`src/rtl/fetch_stage.sv`:
```
// RV32 instruction fetch: owns the PC, issues word requests, and buffers in-order
// responses in a small queue for decode; stale responses after a redirect/flush are dropped.
module fetch_stage #(
    parameter int unsigned       DATA_W   = 32,
    parameter logic [DATA_W-1:0] RESET_PC = 32'h0000_0000,
    parameter logic [DATA_W-1:0] TRAP_VEC = 32'h0000_0100,
    parameter int unsigned       DEPTH    = 2
) (
    input  logic              clk_i,
    input  logic              rst_ni,
    output logic              imem_req_o,
    output logic [DATA_W-1:0] imem_addr_o,
    input  logic              imem_gnt_i,
    input  logic              imem_rvalid_i,
    input  logic [DATA_W-1:0] imem_rdata_i,
    input  logic [1:0]        control_hazard_i,
    input  logic              redirect_i,
    input  logic [DATA_W-1:0] redirect_pc_i,
    output logic              instr_valid_o,
    output logic [DATA_W-1:0] instr_o,
    output logic [DATA_W-1:0] pc_o
);

    localparam int unsigned       CW    = $clog2(DEPTH + 1);
    localparam int unsigned       PW    = (DEPTH > 1) ? $clog2(DEPTH) : 1;
    localparam logic [DATA_W-1:0] ALIGN = ~DATA_W'(3);

    typedef struct packed {
        logic [DATA_W-1:0] pc;
        logic [DATA_W-1:0] instr;
    } entry_t;

    function automatic logic [PW-1:0] ptr_inc(input logic [PW-1:0] p);
        if (p == PW'(DEPTH - 1)) return '0;
        return p + PW'(1);
    endfunction

    logic [DATA_W-1:0]            pc_q, pc_d;
    entry_t [DEPTH-1:0]           q_q;
    // PCs of granted-but-unanswered requests, in grant order
    logic [DEPTH-1:0][DATA_W-1:0] tag_q;
    logic [PW-1:0]                rd_ptr_q, rd_ptr_d, wr_ptr_q, wr_ptr_d;
    logic [PW-1:0]                tag_rd_q, tag_wr_q;
    logic [CW-1:0]                count_q, count_d, outst_q, outst_d, discard_q, discard_d;

    logic        pop_raw, pop, gnt, push, flush, redir_any;
    logic [CW:0] occ;

    assign flush     = (control_hazard_i == 2'b11);
    assign redir_any = redirect_i | flush;
    assign pop_raw   = instr_valid_o && (control_hazard_i == 2'b00);
    assign pop       = pop_raw && !redirect_i;
    assign occ       = {1'b0, outst_q} + {1'b0, count_q} - {{CW{1'b0}}, pop_raw};

    assign imem_req_o  = rst_ni && (occ < (CW+1)'(DEPTH));
    assign imem_addr_o = pc_q;
    assign gnt         = imem_req_o && imem_gnt_i;
    assign push        = imem_rvalid_i && (discard_q == '0);

    assign instr_valid_o = (count_q != '0);
    assign instr_o       = q_q[rd_ptr_q].instr;
    assign pc_o          = q_q[rd_ptr_q].pc;

    always_comb begin
        outst_d   = outst_q + CW'(gnt) - CW'(imem_rvalid_i);
        discard_d = discard_q;
        if (imem_rvalid_i && (discard_q != '0)) discard_d = discard_q - CW'(1);
        // everything still in flight after this cycle belongs to the old path
        if (redir_any) discard_d = outst_d;

        count_d  = count_q + CW'(push) - CW'(pop);
        rd_ptr_d = pop  ? ptr_inc(rd_ptr_q) : rd_ptr_q;
        wr_ptr_d = push ? ptr_inc(wr_ptr_q) : wr_ptr_q;
        if (redir_any) begin
            count_d  = '0;
            rd_ptr_d = '0;
            wr_ptr_d = '0;
        end

        pc_d = gnt ? pc_q + DATA_W'(4) : pc_q;
        if (redirect_i)  pc_d = redirect_pc_i & ALIGN;
        else if (flush)  pc_d = TRAP_VEC & ALIGN;
    end

    always_ff @(posedge clk_i or negedge rst_ni) begin
        if (!rst_ni) begin
            pc_q      <= RESET_PC;
            q_q       <= '0;
            tag_q     <= '0;
            rd_ptr_q  <= '0;
            wr_ptr_q  <= '0;
            tag_rd_q  <= '0;
            tag_wr_q  <= '0;
            count_q   <= '0;
            outst_q   <= '0;
            discard_q <= '0;
        end else begin
            pc_q      <= pc_d;
            rd_ptr_q  <= rd_ptr_d;
            wr_ptr_q  <= wr_ptr_d;
            count_q   <= count_d;
            outst_q   <= outst_d;
            discard_q <= discard_d;
            if (gnt) begin
                tag_q[tag_wr_q] <= pc_q;
                tag_wr_q        <= ptr_inc(tag_wr_q);
            end
            if (imem_rvalid_i) tag_rd_q <= ptr_inc(tag_rd_q);
            if (push) begin
                q_q[wr_ptr_q].pc    <= tag_q[tag_rd_q];
                q_q[wr_ptr_q].instr <= imem_rdata_i;
            end
        end
    end

endmodule
```
`config.mk`:
```
export PLATFORM = sky130hd
export DESIGN_NAME = fetch_stage
export DESIGN_NICKNAME = d
export VERILOG_FILES = /design/src/rtl/fetch_stage.sv
export SDC_FILE = /design/constraint.sdc
export NUM_CORES = 1
export LEC_CHECK = 0
export CORE_AREA = 2 2 179 181
export CTS_CLUSTER_SIZE = 30
export DETAILED_ROUTE_END_ITERATION = 8
export DIE_AREA = 0 0 181 183
export PLACE_DENSITY = 0.59
export SLEW_MARGIN = 20
export SYNTH_ARGS = -nofsm -noshare
export SYNTH_HDL_FRONTEND = slang
export SYNTH_SLANG_ARGS = --single-unit
```
`constraint.sdc`:
```
create_clock -name clk_i -period 3.3 [get_ports clk_i]
set_input_delay 0.495 -clock clk_i [delete_from_list [all_inputs] [get_ports clk_i]]
set_output_delay 0.495 -clock clk_i [all_outputs]
set_load 0.01 [all_outputs]
```
==> metrics.md <==
| Metric | Value |
|---|---|
| Status | `completed` |
| CTS tree | `yes` |
| Max-slew violations | `0` |
| Number of I/O port buffers | `roughly 160` |
| Post-DP Area | `12,640 um^2` |
| Crit-path cells | `clkdlybuf4s50_1 > nor3_4 > ha_1 > nand2b_1 > fa_1 > xor2_2 > and3_1 > dlygate4sd2_1` |
| Critical Path End Type | `output pin` |
| Post-Syn Area per Cell | `11.64 um^2` |
| Unrepaired setup endpoints after global routing | `no` |
| R2R depth | `14` |
| Post-synth top area cell | `dfrtp_1` |
| Worst-case clock buffer depth | `3` |
| CP arrival | `2.61 ns` |
| Synth area leaders | `dfrtp_1, mux2_2, o21ai_0` |
| Max Cap Viol | `0` |
| Drt first pass iters | `5` |
| Initial Util | `0.3341` |
| Crit path kind | `input pin to output pin` |
| Fillcell total | `2,957` |
| Iter 0 DRT Violations | `431` |
| Area Growth Syn to Fin | `28.77%` |
| Worst slew pin tran | `0.9877 ns` |
| Reg area | `5608 um^2` |
| Fin crit share | `0.9409` |
| Syn. warnings | `0` |
| Initial antenna violation count | `1` |
| Combined buffer and inverter count along the critical path | `2` |
| Final hold vios | `0` |
| Slowest-stage cell, CP | `clkdlybuf4s50_1` |
| Final setup fails | `0` |
| Via count | `7,503` |
| Synth cell types | `slightly above 50` |
| Pwr/cell area | `778.8 nW/um^2` |
| Seq/Total Area, Yosys | `0.5373` |
| Synth Register Bits | `roughly 220` |
| Slew HR | `0.3416` |
| Area of the core | `31,230 um^2` |
| Cell chosen for the clock root | `clkbuf_16` |
| Setup WS post-layout | `0.1950 ns` |
| Critical Path Max Stage Delay | `0.46 ns` |
| CP Launch Type | `input pin` |
| H-tree levels | `1` |
| Synth top area share | `0.5373` |
| Die width | `181 um` |
| Dpl hpwl | `17,880 um` |
| Routed length per placed instance | `17.92 um` |
| CTS clk-pin slew, worst paths | `0.06 ns` |
| Die H | `approximately 180 um` |
| Cells after Synth | `between 800 and 900` |
| HP Class | `input pin to asynchronous set/reset pin` |
| Gr ovfl total | `0` |
| Final instance area | `around 13,000 um^2` |
| First-pass GRT wire length | `42,200 um` |
| Layout cells sized above 1 | `0.2484` |
| Clk sinks | `224` |
| Top-Level Pins | `169` |
| Static Leakage | `between 5 and 6 nW` |
| Antenna Nets Post-Route | `0` |
| Final min period | `3.105 ns` |
| Multi-input gate area | `~4500 um^2` |
| Final net count | `1,139` |
| Vias in the first global route | `7,562` |
| Crit-path leading delay family | `buffers and inverters` |
| GP Congestion | `0.8246` |
| Gr usage total | `0.1588` |
| Clk_lat worst skew | `about 0.53 ns` |
| Worst Path Max Fanout | `3` |
| Final cell count without fillers | `1,478` |
| Fmax | `0.3221 GHz` |
| Required @ worst endpoint | `2.80 ns` |
| Row count | `65` |
| Clock skew | `0.02039 ns` |
| DRC | `0` |
| CTS buffer count | `25` |
| Place WS | `-0.2168 ns` |
| Drt total wl | `26,480 um` |
| Mapped Area | `10,430 um^2` |
| Die ar. | `33,120 um^2` |
| Pin count of the biggest net entering global routing | `148` |
| Via density per instance | `approximately 5.1` |
| Cell count along the critical path | `8` |
| Placed insts | `1,432` |
| Worst VDD drop | `about 0.34 mV` |
final cells by class:
| cell class | count | area share |
|---|---|---|
| diodes | 1 | 0.0001863 |
| flip-flops and latches | 224 | 0.4174 |
| inverters | 15 | 0.004191 |
| clock buffers | 38 | 0.05318 |
| repair buffers | 197 | 0.1454 |
| well taps | 402 | 0.03744 |
| clock inverters | 5 | 0.004005 |
| multi-input cells | 596 | 0.3382 |
report_power, final:
group,switching (mW),leakage [nW],internal [mW]
Sequential,0.632,2.93,3.72
Clock,1.09,0.378,1.56
Combinational,1.41,2.56,2.05
layout by cell type (no fill, tap or decap), types with 10 or more instances in the layout:
master	instances
a21oi_1	28
buf_4	29
clkbuf_16	25
clkdlybuf4s50_1	160
dfrtp_1	222
inv_1	15
mux2_2	186
mux2i_1	30
nand2_1	107
nand3_1	14
nand4_1	12
nor2_1	10
nor3_1	10
o21ai_0	81
sequential cells by signal (all words and copies together), names as in the netlist:
name / cells
q_q: 124
wr_ptr_q: 1
tag_rd_q: 1
discard_q: 2
imem_addr_o: 30
count_q: 2
rd_ptr_q: 1
outst_q: 2
tag_q: 60
tag_wr_q: 1
per-layer routing:
metal | up-vias | part of all wire | GRT usage
met5 | - | 0 | 0
met4 | 0 | 0.018 | 0.04098
met3 | 41 | 0.054 | 0.02760
met2 | 219 | 0.44 | 0.2480
met1 | 3724 | 0.49 | 0.2292
li1 | 3519 | - | -
metrics by stage:
stage                       util  power [mW]  TNS [ns]  hold WS, ns
after floorplan                -       6.324         0       0.1994
after global placement    0.4048       7.809    -3.040       0.4090
after detailed placement  0.4048       7.907    -5.418       0.4140
after CTS                 0.4301       10.61         0       0.4519
after global routing      0.4301       11.14         0       0.4790
final                     0.4302       10.46         0       0.4709
synthesized netlist by cell type (all sizes together):
cell and n:
a211o 1, a211oi 6, a21boi 1, a21o 2, a21oi 28, a22oi 1
a2bb2oi 5, a311oi 2, a31oi 4, a32o 2, and2 8, and3 7
and4 3, buf 26, clkbuf 38, conb 1, dfrtp 224, fa 1
ha 8, inv 15, mux2 186, mux2i 30, nand2 107, nand2b 3
nand3 16, nand4 13, nor2 12, nor2b 2, nor3 11, nor3b 4
nor4 6, o211ai 2, o21a 3, o21ai 81, o22ai 4, o2bb2a 2
o311ai 1, o31a 6, o31ai 5, or2 1, or3 1, or4 7
xnor2 8, xor2 2
worst paths after layout:
path	slack, ns	end	startpoint
worst max-delay path	0.20	imem_req_o	control_hazard_i[1]
worst min-delay path	0.47	q_q[5]$_DFFE_PN0P_	rst_ni
worst max register to register	0.34	discard_q[1]$_DFFE_PN0P_	count_q[1]$_DFF_PN0_
worst min register to register	0.47	q_q[104]$_DFFE_PN0P_	q_q[104]$_DFFE_PN0P_
max in group asynchronous	1.73	q_q[37]$_DFFE_PN0P_	rst_ni
min in group clk_i	0.47	q_q[104]$_DFFE_PN0P_	q_q[104]$_DFFE_PN0P_
kinds of logic (layout without fill, tap and decap cells):
logic type / after synthesis / count (layout) / share of synthesized area
buf+inv: 79 / 255 / 0.03202
xor+xnor: 10 / 10 / 0.009116
fa+ha+maj: 9 / 9 / 0.01151
compound gates: 156 / 156 / 0.08791
simple gates: 201 / 201 / 0.09223
flops: 224 / 224 / 0.5373
mux: 216 / 216 / 0.2296
other cells: 1 / 5 / 0.0003595
what timing repair did:
item	CTS	global route
setup endpoints to repair	1	0
buffers inserted	1	0
resized for setup	2	0
hold endpoints to repair	37	0
hold buffers	1	0
No activity file was read; power rests on OpenSTA's default activity.
